--- config.mk ---
export PLATFORM = sky130hd
export DESIGN_NAME = writeback_stage
export DESIGN_NICKNAME = d
export VERILOG_FILES = /design/src/rtl/writeback_stage.sv
export SDC_FILE = /design/constraint.sdc
export NUM_CORES = 1
export LEC_CHECK = 0
export ABC_AREA = 1
export ABC_CLOCK_PERIOD_IN_PS = 1500
export BUFFER_PORTS_ARGS = -buffer_cell sky130_fd_sc_hd__clkbuf_2
export CORE_MARGIN = 2
export CORE_UTILIZATION = 48
export DETAILED_ROUTE_END_ITERATION = 10
export GPL_ROUTABILITY_DRIVEN = 0
export GPL_TIMING_DRIVEN = 0
export MAX_ROUTING_LAYER = met4
export PLACE_DENSITY_LB_ADDON = 0.1
export SLEW_MARGIN = 20
export SYNTH_ARGS = -nofsm -noshare
export SYNTH_HDL_FRONTEND = slang
export SYNTH_SLANG_ARGS = --single-unit
--- constraint.sdc ---
create_clock -name WB_CLK -period 1.5 [get_ports WB_CLK]
set_input_delay 0.15 -clock WB_CLK [delete_from_list [all_inputs] [get_ports WB_CLK]]
set_output_delay 0.15 -clock WB_CLK [all_outputs]
set_load 0.02 [all_outputs]
--- src/rtl/writeback_stage.sv ---
// writeback_stage: retire stage with load align/extend, misalign and timeout detection (optional WB_RETIRE_CNT_EN retire counter)
module writeback_stage #(
    parameter int LOAD_TIMEOUT = 16
) (
    input  logic        WB_CLK,
    input  logic        WB_RST_N,
    input  logic        MEM_VALID,
    output logic        WB_READY,
    input  logic [31:0] MEM_ALU_RESULT,
    input  logic [31:0] MEM_PC_PLUS4,
    input  logic [1:0]  MEM_RF_WR_SEL,
    input  logic        MEM_REG_WRITE,
    input  logic [4:0]  MEM_RD_ADDR,
    input  logic [1:0]  MEM_SIZE,
    input  logic        MEM_UNSIGNED,
    input  logic [31:0] DMEM_RDATA,
    input  logic        DMEM_RVALID,
    output logic        RF_WE,
    output logic [4:0]  RF_WA,
    output logic [31:0] RF_WD,
    output logic        LOAD_MISALIGN,
    output logic        LOAD_ERR,
    output logic [31:0] RETIRE_CNT
);
    typedef enum logic {IDLE, LOAD_WAIT} state_t;
    localparam logic [7:0] TO_LAST = 8'(LOAD_TIMEOUT - 1);
    state_t      state, state_nx;
    logic [7:0]  cnt;
    logic [4:0]  ld_rd;
    logic        ld_we, ld_uns;
    logic [1:0]  ld_size, ld_off;
    logic        xfer, is_load, misalign, accept_load, timeout, load_done;
    logic [7:0]  byte_sel;
    logic [15:0] half_sel;
    logic [31:0] load_data, alu_data;
    assign WB_READY = state == IDLE;
    // handshake decode, misalign/timeout detection and next state
    always_comb begin
        state_nx    = state;
        xfer        = MEM_VALID & (state == IDLE);
        is_load     = MEM_RF_WR_SEL == 2'd1;
        misalign    = ((MEM_SIZE == 2'd1) & MEM_ALU_RESULT[0]) | (MEM_SIZE[1] & |MEM_ALU_RESULT[1:0]);
        accept_load = xfer & is_load & ~misalign;
        load_done   = (state == LOAD_WAIT) & DMEM_RVALID;
        timeout     = (state == LOAD_WAIT) & ~DMEM_RVALID & (cnt == TO_LAST);
        if (accept_load) state_nx = LOAD_WAIT;
        if (load_done | timeout) state_nx = IDLE;
    end
    // little-endian lane select and sign/zero extension of the returned word
    always_comb begin
        byte_sel  = ld_off[1] ? (ld_off[0] ? DMEM_RDATA[31:24] : DMEM_RDATA[23:16])
                              : (ld_off[0] ? DMEM_RDATA[15:8] : DMEM_RDATA[7:0]);
        half_sel  = ld_off[1] ? DMEM_RDATA[31:16] : DMEM_RDATA[15:0];
        load_data = (ld_size == 2'd0) ? {{24{~ld_uns & byte_sel[7]}}, byte_sel}
                  : (ld_size == 2'd1) ? {{16{~ld_uns & half_sel[15]}}, half_sel} : DMEM_RDATA;
        alu_data  = (MEM_RF_WR_SEL == 2'd2) ? MEM_PC_PLUS4 : MEM_ALU_RESULT;
    end
    // state register
    always_ff @(posedge WB_CLK or negedge WB_RST_N) begin
        if (!WB_RST_N) state <= IDLE;
        else state <= state_nx;
    end
    // pending-load context and timeout counter
    always_ff @(posedge WB_CLK or negedge WB_RST_N) begin
        if (!WB_RST_N) begin
            cnt     <= '0;
            ld_rd   <= '0;
            ld_we   <= 1'b0;
            ld_size <= '0;
            ld_uns  <= 1'b0;
            ld_off  <= '0;
        end else if (accept_load) begin
            cnt     <= '0;
            ld_rd   <= MEM_RD_ADDR;
            ld_we   <= MEM_REG_WRITE;
            ld_size <= MEM_SIZE;
            ld_uns  <= MEM_UNSIGNED;
            ld_off  <= MEM_ALU_RESULT[1:0];
        end else if ((state == LOAD_WAIT) & ~DMEM_RVALID) begin
            cnt <= cnt + 8'd1;
        end
    end
    // registered register-file write and single-cycle status pulses
    always_ff @(posedge WB_CLK or negedge WB_RST_N) begin
        if (!WB_RST_N) begin
            RF_WE         <= 1'b0;
            RF_WA         <= '0;
            RF_WD         <= '0;
            LOAD_MISALIGN <= 1'b0;
            LOAD_ERR      <= 1'b0;
        end else begin
            RF_WE         <= 1'b0;
            LOAD_MISALIGN <= xfer & is_load & misalign;
            LOAD_ERR      <= timeout;
            if (xfer & ~is_load) begin
                RF_WE <= MEM_REG_WRITE & |MEM_RD_ADDR;
                RF_WA <= MEM_RD_ADDR;
                RF_WD <= alu_data;
            end else if (load_done) begin
                RF_WE <= ld_we & |ld_rd;
                RF_WA <= ld_rd;
                RF_WD <= load_data;
            end
        end
    end
`ifdef WB_RETIRE_CNT_EN
    logic done;
    assign done = (xfer & (~is_load | misalign)) | load_done | timeout;
    // count every completing instruction, wrapping naturally
    always_ff @(posedge WB_CLK or negedge WB_RST_N) begin
        if (!WB_RST_N) RETIRE_CNT <= '0;
        else if (done) RETIRE_CNT <= RETIRE_CNT + 32'd1;
    end
`else
    assign RETIRE_CNT = '0;
`endif
endmodule

After elaboration in Yosys (flattened, before gate mapping). Index checks and enable logic that the tools add are counted.

Register bits: 60. Output and inout port bits: 73. Word-level logic and storage cells: 63.

Bitwise gates (word level): 21. Equal/unequal tests: 5. Reductions and logical operators: 7. $add $sub $neg: 1. Mux-type cells: 17.

Operator list (number): 2-to-1 mux 32 bit (5); 2-to-1 mux 8 bit (5); 2-to-1 mux 16 bit (1); bitwise AND 1 bit (14); 2-to-1 mux 5 bit (2); OR reduction 5 bit (2); adder 8 x 1 -> 8 bit (second input constant) (1); equality test 8 x 4 -> 1 bit (second input constant) (1); equality test 2 x 1 -> 1 bit (second input constant) (3); nonzero test 2 bit (3); NOT 1 bit (5); 2-to-1 mux 1 bit (4); equality test 2 bit (second input constant) (1); logical NOT 2 bit (1); bitwise OR 1 bit (2); OR reduction 2 bit (1).

Longest topological paths before layout.
Depth in word-level cells: 7. Gate-level depth with buffers: 10.

Worst setup path after synthesis. Ideal clock, no wire load.

Kind: flip-flop to flip-flop. From: reg state. To: reg RF_WD[4]. Required time: 1.368 ns. Buffers on the path: 1. Arrival time: 1.244 ns. Slack: 0.125 ns. Period minus slack after synthesis: 1.375 ns. Library setup time: 0.132 ns. Stages on the path, launching flop included: 9. Path through: dfrtp_1 -> inv_2 -> nand3_4 -> inv_4 -> nor2_8 -> buf_4 -> nand2_1 -> o21ai_0 -> o21bai_1.

Cells in the longest elaborated chain, start to end: 4.

Ends and longest elaborated chain: start, declared (RTL line 27) `state_t state, state_nx;`; start signal, assigned (RTL line 61) `else state <= state_nx;`; NOT 1 bit (*); net WB_READY (RTL line 8) `output logic WB_READY,`; bitwise AND 1 bit (*) (RTL line 40) `xfer = MEM_VALID & (state == IDLE);`; bitwise AND 1 bit (*) (RTL line 95) `if (xfer & ~is_load) begin`; 2-to-1 mux 32 bit or nonzero test 2 bit (tied branches); end signal, assigned (RTL line 98) `RF_WD <= alu_data;`; end signal, assigned (RTL line 102) `RF_WD <= load_data;`; end, declared (RTL line 20) `output logic [31:0] RF_WD,`.

The timed path passes the listed nets; every way through them passes the cells marked *. A chain may end at the register's enable or synchronous reset.

Worst setup path in the final report.
From: reg ld_size[0]. To: reg RF_WD[2].

Cells in the longest elaborated chain, start to end: 5.

Ends and longest elaborated chain: start, declared (RTL line 31) `logic [1:0] ld_size, ld_off;`; start signal, assigned (RTL line 69) `ld_size <= '0;`; start signal, assigned (RTL line 76) `ld_size <= MEM_SIZE;`; equality test 2 x 1 -> 1 bit (RTL line 55) `: (ld_size == 2'd1) ? {{16{~ld_uns & half_sel[15]}}, half_sel} : DMEM_RDATA;`; 2-to-1 mux 32 bit (RTL line 55); 2-to-1 mux 32 bit (*) (RTL line 54) `load_data = (ld_size == 2'd0) ? {{24{~ld_uns & byte_sel[7]}}, byte_sel}`; 2-to-1 mux 32 bit (*) (RTL line 99) `end else if (load_done) begin`; 2-to-1 mux 32 bit (*) (RTL line 95).

Every way passes the cells marked *; elsewhere a longest branch is shown, timed or not. The select of a mux whose other input is x is not followed.

==> impl_metrics.tcl <==
set metrics [dict create \
    status "finished with violations" \
    violations "setup timing" \
    multiInputGateArea_um2 2270 \
    grt_antenna_before_repair 0 \
    io-pin-count 184 \
    synth_top_family_by_area "simple AND/OR/NAND/NOR gates" \
    place_inst 902 \
    routedWlPerCell_um 14.7 \
    die_area_um2 9320 \
    synthDistinctLibCells 33 \
    areaGrowthSynthToFinish_pct 39.5 \
    vias 4846 \
    rr_endpoint "RF_WD[2]" \
    cap_violations 0 \
    worstSkewPairLatency_ps 340 \
    cp_cell_sequence "inv_2 -> nor2_4 -> nand2_1 -> buf_6 -> o21ai_1 -> nand2_1 -> o21ai_2 -> o21bai_1" \
    layout-drive-gt1-share 0.354 \
    initial_core_util 0.498 \
    synth_top_area_frac 0.365 \
    synthSimpleGateAreaFrac 0.302 \
    finalClockSkew_ps 10.3 \
    synth_compound_area_frac 0.177 \
    layout_setup_ws_ps -3.96 \
    synth.most_common_cell "nand2_1" \
    dr.pass1.iters 5 \
    maxSlewHeadroom 0.534 \
    grt_pass1_vias 4192 \
    die_width_um 96.5 \
    synthesis.area_um2 4110 \
    fillerInstances 726 \
    grt_max_degree 41 \
    cts_tree "done" \
    synthTopCellsByCount "nand2_1 (166), o21ai_0 (93), nor2_1 (70)" \
    cts_htree_levels 3 \
    cp-start-kind "flip-flop" \
    finalHoldViolCount 0 \
    crit_top_cell "nand2_1" \
    reg2reg_from "ld_size[0]" \
    hold-path-endpoint "ld_we" \
    synth_flop_cell "dfrtp_1" \
    drv_slew 0 \
    port_buffers 151 \
    power_mw 10.1 \
    synth_warnings 0 \
    placed_cell_area_um2 5130 \
    grt_setup_unrepaired "yes" \
    critPathMaxStageDelay_ps 450 \
    ir_drop_v 0.000887 \
    die_h_um 96.5 \
    ant_nets 0 \
    fin_util 0.694 \
    ys_top_cells_by_area "dfrtp_1 (37%), nand2_1 (15%), o21ai_0 (11%), buf_4 (6.6%), nor2_1 (6.4%)" \
    worstPathArrival_ps 1700 \
    period_needed_ps 1500 \
    crit_fanout 10 \
    powerDensity_nw_per_um2 1760 \
    ff2ff_path_depth 8 \
    routed_via_density 5.16 \
    grt_pass1_wl_um 19700 \
    max_slew.worst_pin.slew_ps 699 \
    required_ps 1690 \
    min_path_cells 3 \
    worstSetupPathType "reg2reg" \
    hold_slack_ps 31.5 \
    synth-edff-count 0 \
    ys_async_sr_fraction 1.00 \
    yosysSeqAreaShare 0.365 \
    avgSynthCellArea_um2 6.69 \
    setup_violations 1 \
    hpwlAfterDp_um 9850 \
    cts_buffers 9 \
    antenna_cells 0 \
    fmax_ghz 0.665 \
    nNetsFinal 941 \
    route.detailed.drc 0 \
    core_um2 8260 \
    synth_seq_cells 60 \
    instances_no_fill 939 \
    critical_path.endpoint_type "flip-flop" \
    routed_wl_um 13800 \
    final_area_um2 5730 \
    period_share 1.00 \
    path_buf_inv 2 \
    row_count 33 \
    p_leak_nw 3.19 \
    synth_top_area_cell "dfrtp_1" \
    synthXorXnorAreaFrac 0 \
    cts_root_buffer "clkbuf_8" \
    grt_util_all_layers 0.286 \
    min-delay-path-class "in2reg" \
    cpMaxStageDelayCell "dfrtp_1" \
    syn_inst 614 \
    cts_num_sinks 60 \
    crit_family "flip-flops" \
    synth_mux_area_frac 0 \
    grt-ovfl-total 0 \
    min_from "MEM_REG_WRITE" \
    clockBufferDepth 2 \
    synth-adder-area-share 0.00305 \
    register_area_um2 1500 \
    cts.reportedPaths.clkPinSlew_ps 70 \
    regToRegSetupSlack_ps -4 \
    dr.first_iter.drc_count 429 \
]
## flip-flops by register name, summed over array words and instances, names as in the netlist, 2 cells and up
register and flops:
ld_off 2, ld_rd 5, cnt 8, RF_WD 32, ld_size 2, RF_WA 5
## worst min-delay path: cells and delay by family
kind / cells / cell delay [ps]
simple gates: 2 / 100
buf+inv: 1 / 90
## metal layers
metal / global-route usage / vias to the layer above / part of all wire
met3: 0.0419 / 28 / 0.10
li1: - / 2348 / -
met5: - / - / 0
met2: 0.474 / 276 / 0.49
met4: 0.0974 / 0 / 0.019
met1: 0.360 / 2194 / 0.39
## power by group
part,internal (mW),total (mW),switching (mW)
clock network,0.905,1.55,0.645
logic,2.15,5.75,3.60
registers,2.33,2.82,0.485
total,5.38,10.1,4.73
## worst max path at each step
stage,from,endpoint,slack [ps],cells after the start
floorplan,state,RF_WD[4],120,8
global placement,MEM_RF_WR_SEL[1],RF_WD[15],-120,7
detailed placement,ld_size[1],RF_WD[2],-130,5
CTS,ld_off[1],RF_WD[1],3,8
global route,ld_size[0],RF_WD[2],-90,8
finish,ld_size[0],RF_WD[2],-4,8
## layout make-up
| class | count | share of cell area |
|---|---|---|
| Inverter | 60 | 0.0415 |
| Clock inverter | 3 | 0.00764 |
| Multi-Input combinational cell | 466 | 0.395 |
| Tap cell | 105 | 0.0229 |
| Sequential cell | 60 | 0.262 |
| Clock buffer | 13 | 0.0295 |
| Buffer | 61 | 0.0773 |
| Timing Repair Buffer | 171 | 0.164 |
## kinds of logic after synthesis
family | count (synthesis)
simple gates | 294
compound gates | 137
buf+inv | 121
flops | 60
fa+ha+maj | 1
other cells | 1
## per-stage QoR
stage                     setup TNS (ps)  worst slack [ps]
after floorplan                        0               125
after global placement             -1840              -120
after detailed placement           -2440              -134
after CTS                              0              3.21
after global routing                -891             -89.4
final                              -3.96             -3.96
## cells in the final DEF (no fill, tap or decap), types with 10 or more instances in the layout
cell,instances
nand2_2,10
o21ai_0,79
nand3_1,34
conb_1,32
dfrtp_1,58
clkbuf_8,12
inv_1,49
a21oi_1,21
nand2_1,156
clkbuf_2,151
buf_4,51
buf_6,12
nor2_1,70
## timing repair
action	in CTS	in global routing
setup endpoints to repair	27	44
endpoints found under the hold margin	20	0
resized for setup	18	70
hold buffers	1	0
cloned	1	2
pin swaps	2	10
setup buffers	2	15
Power figures use the tool's default switching activity.
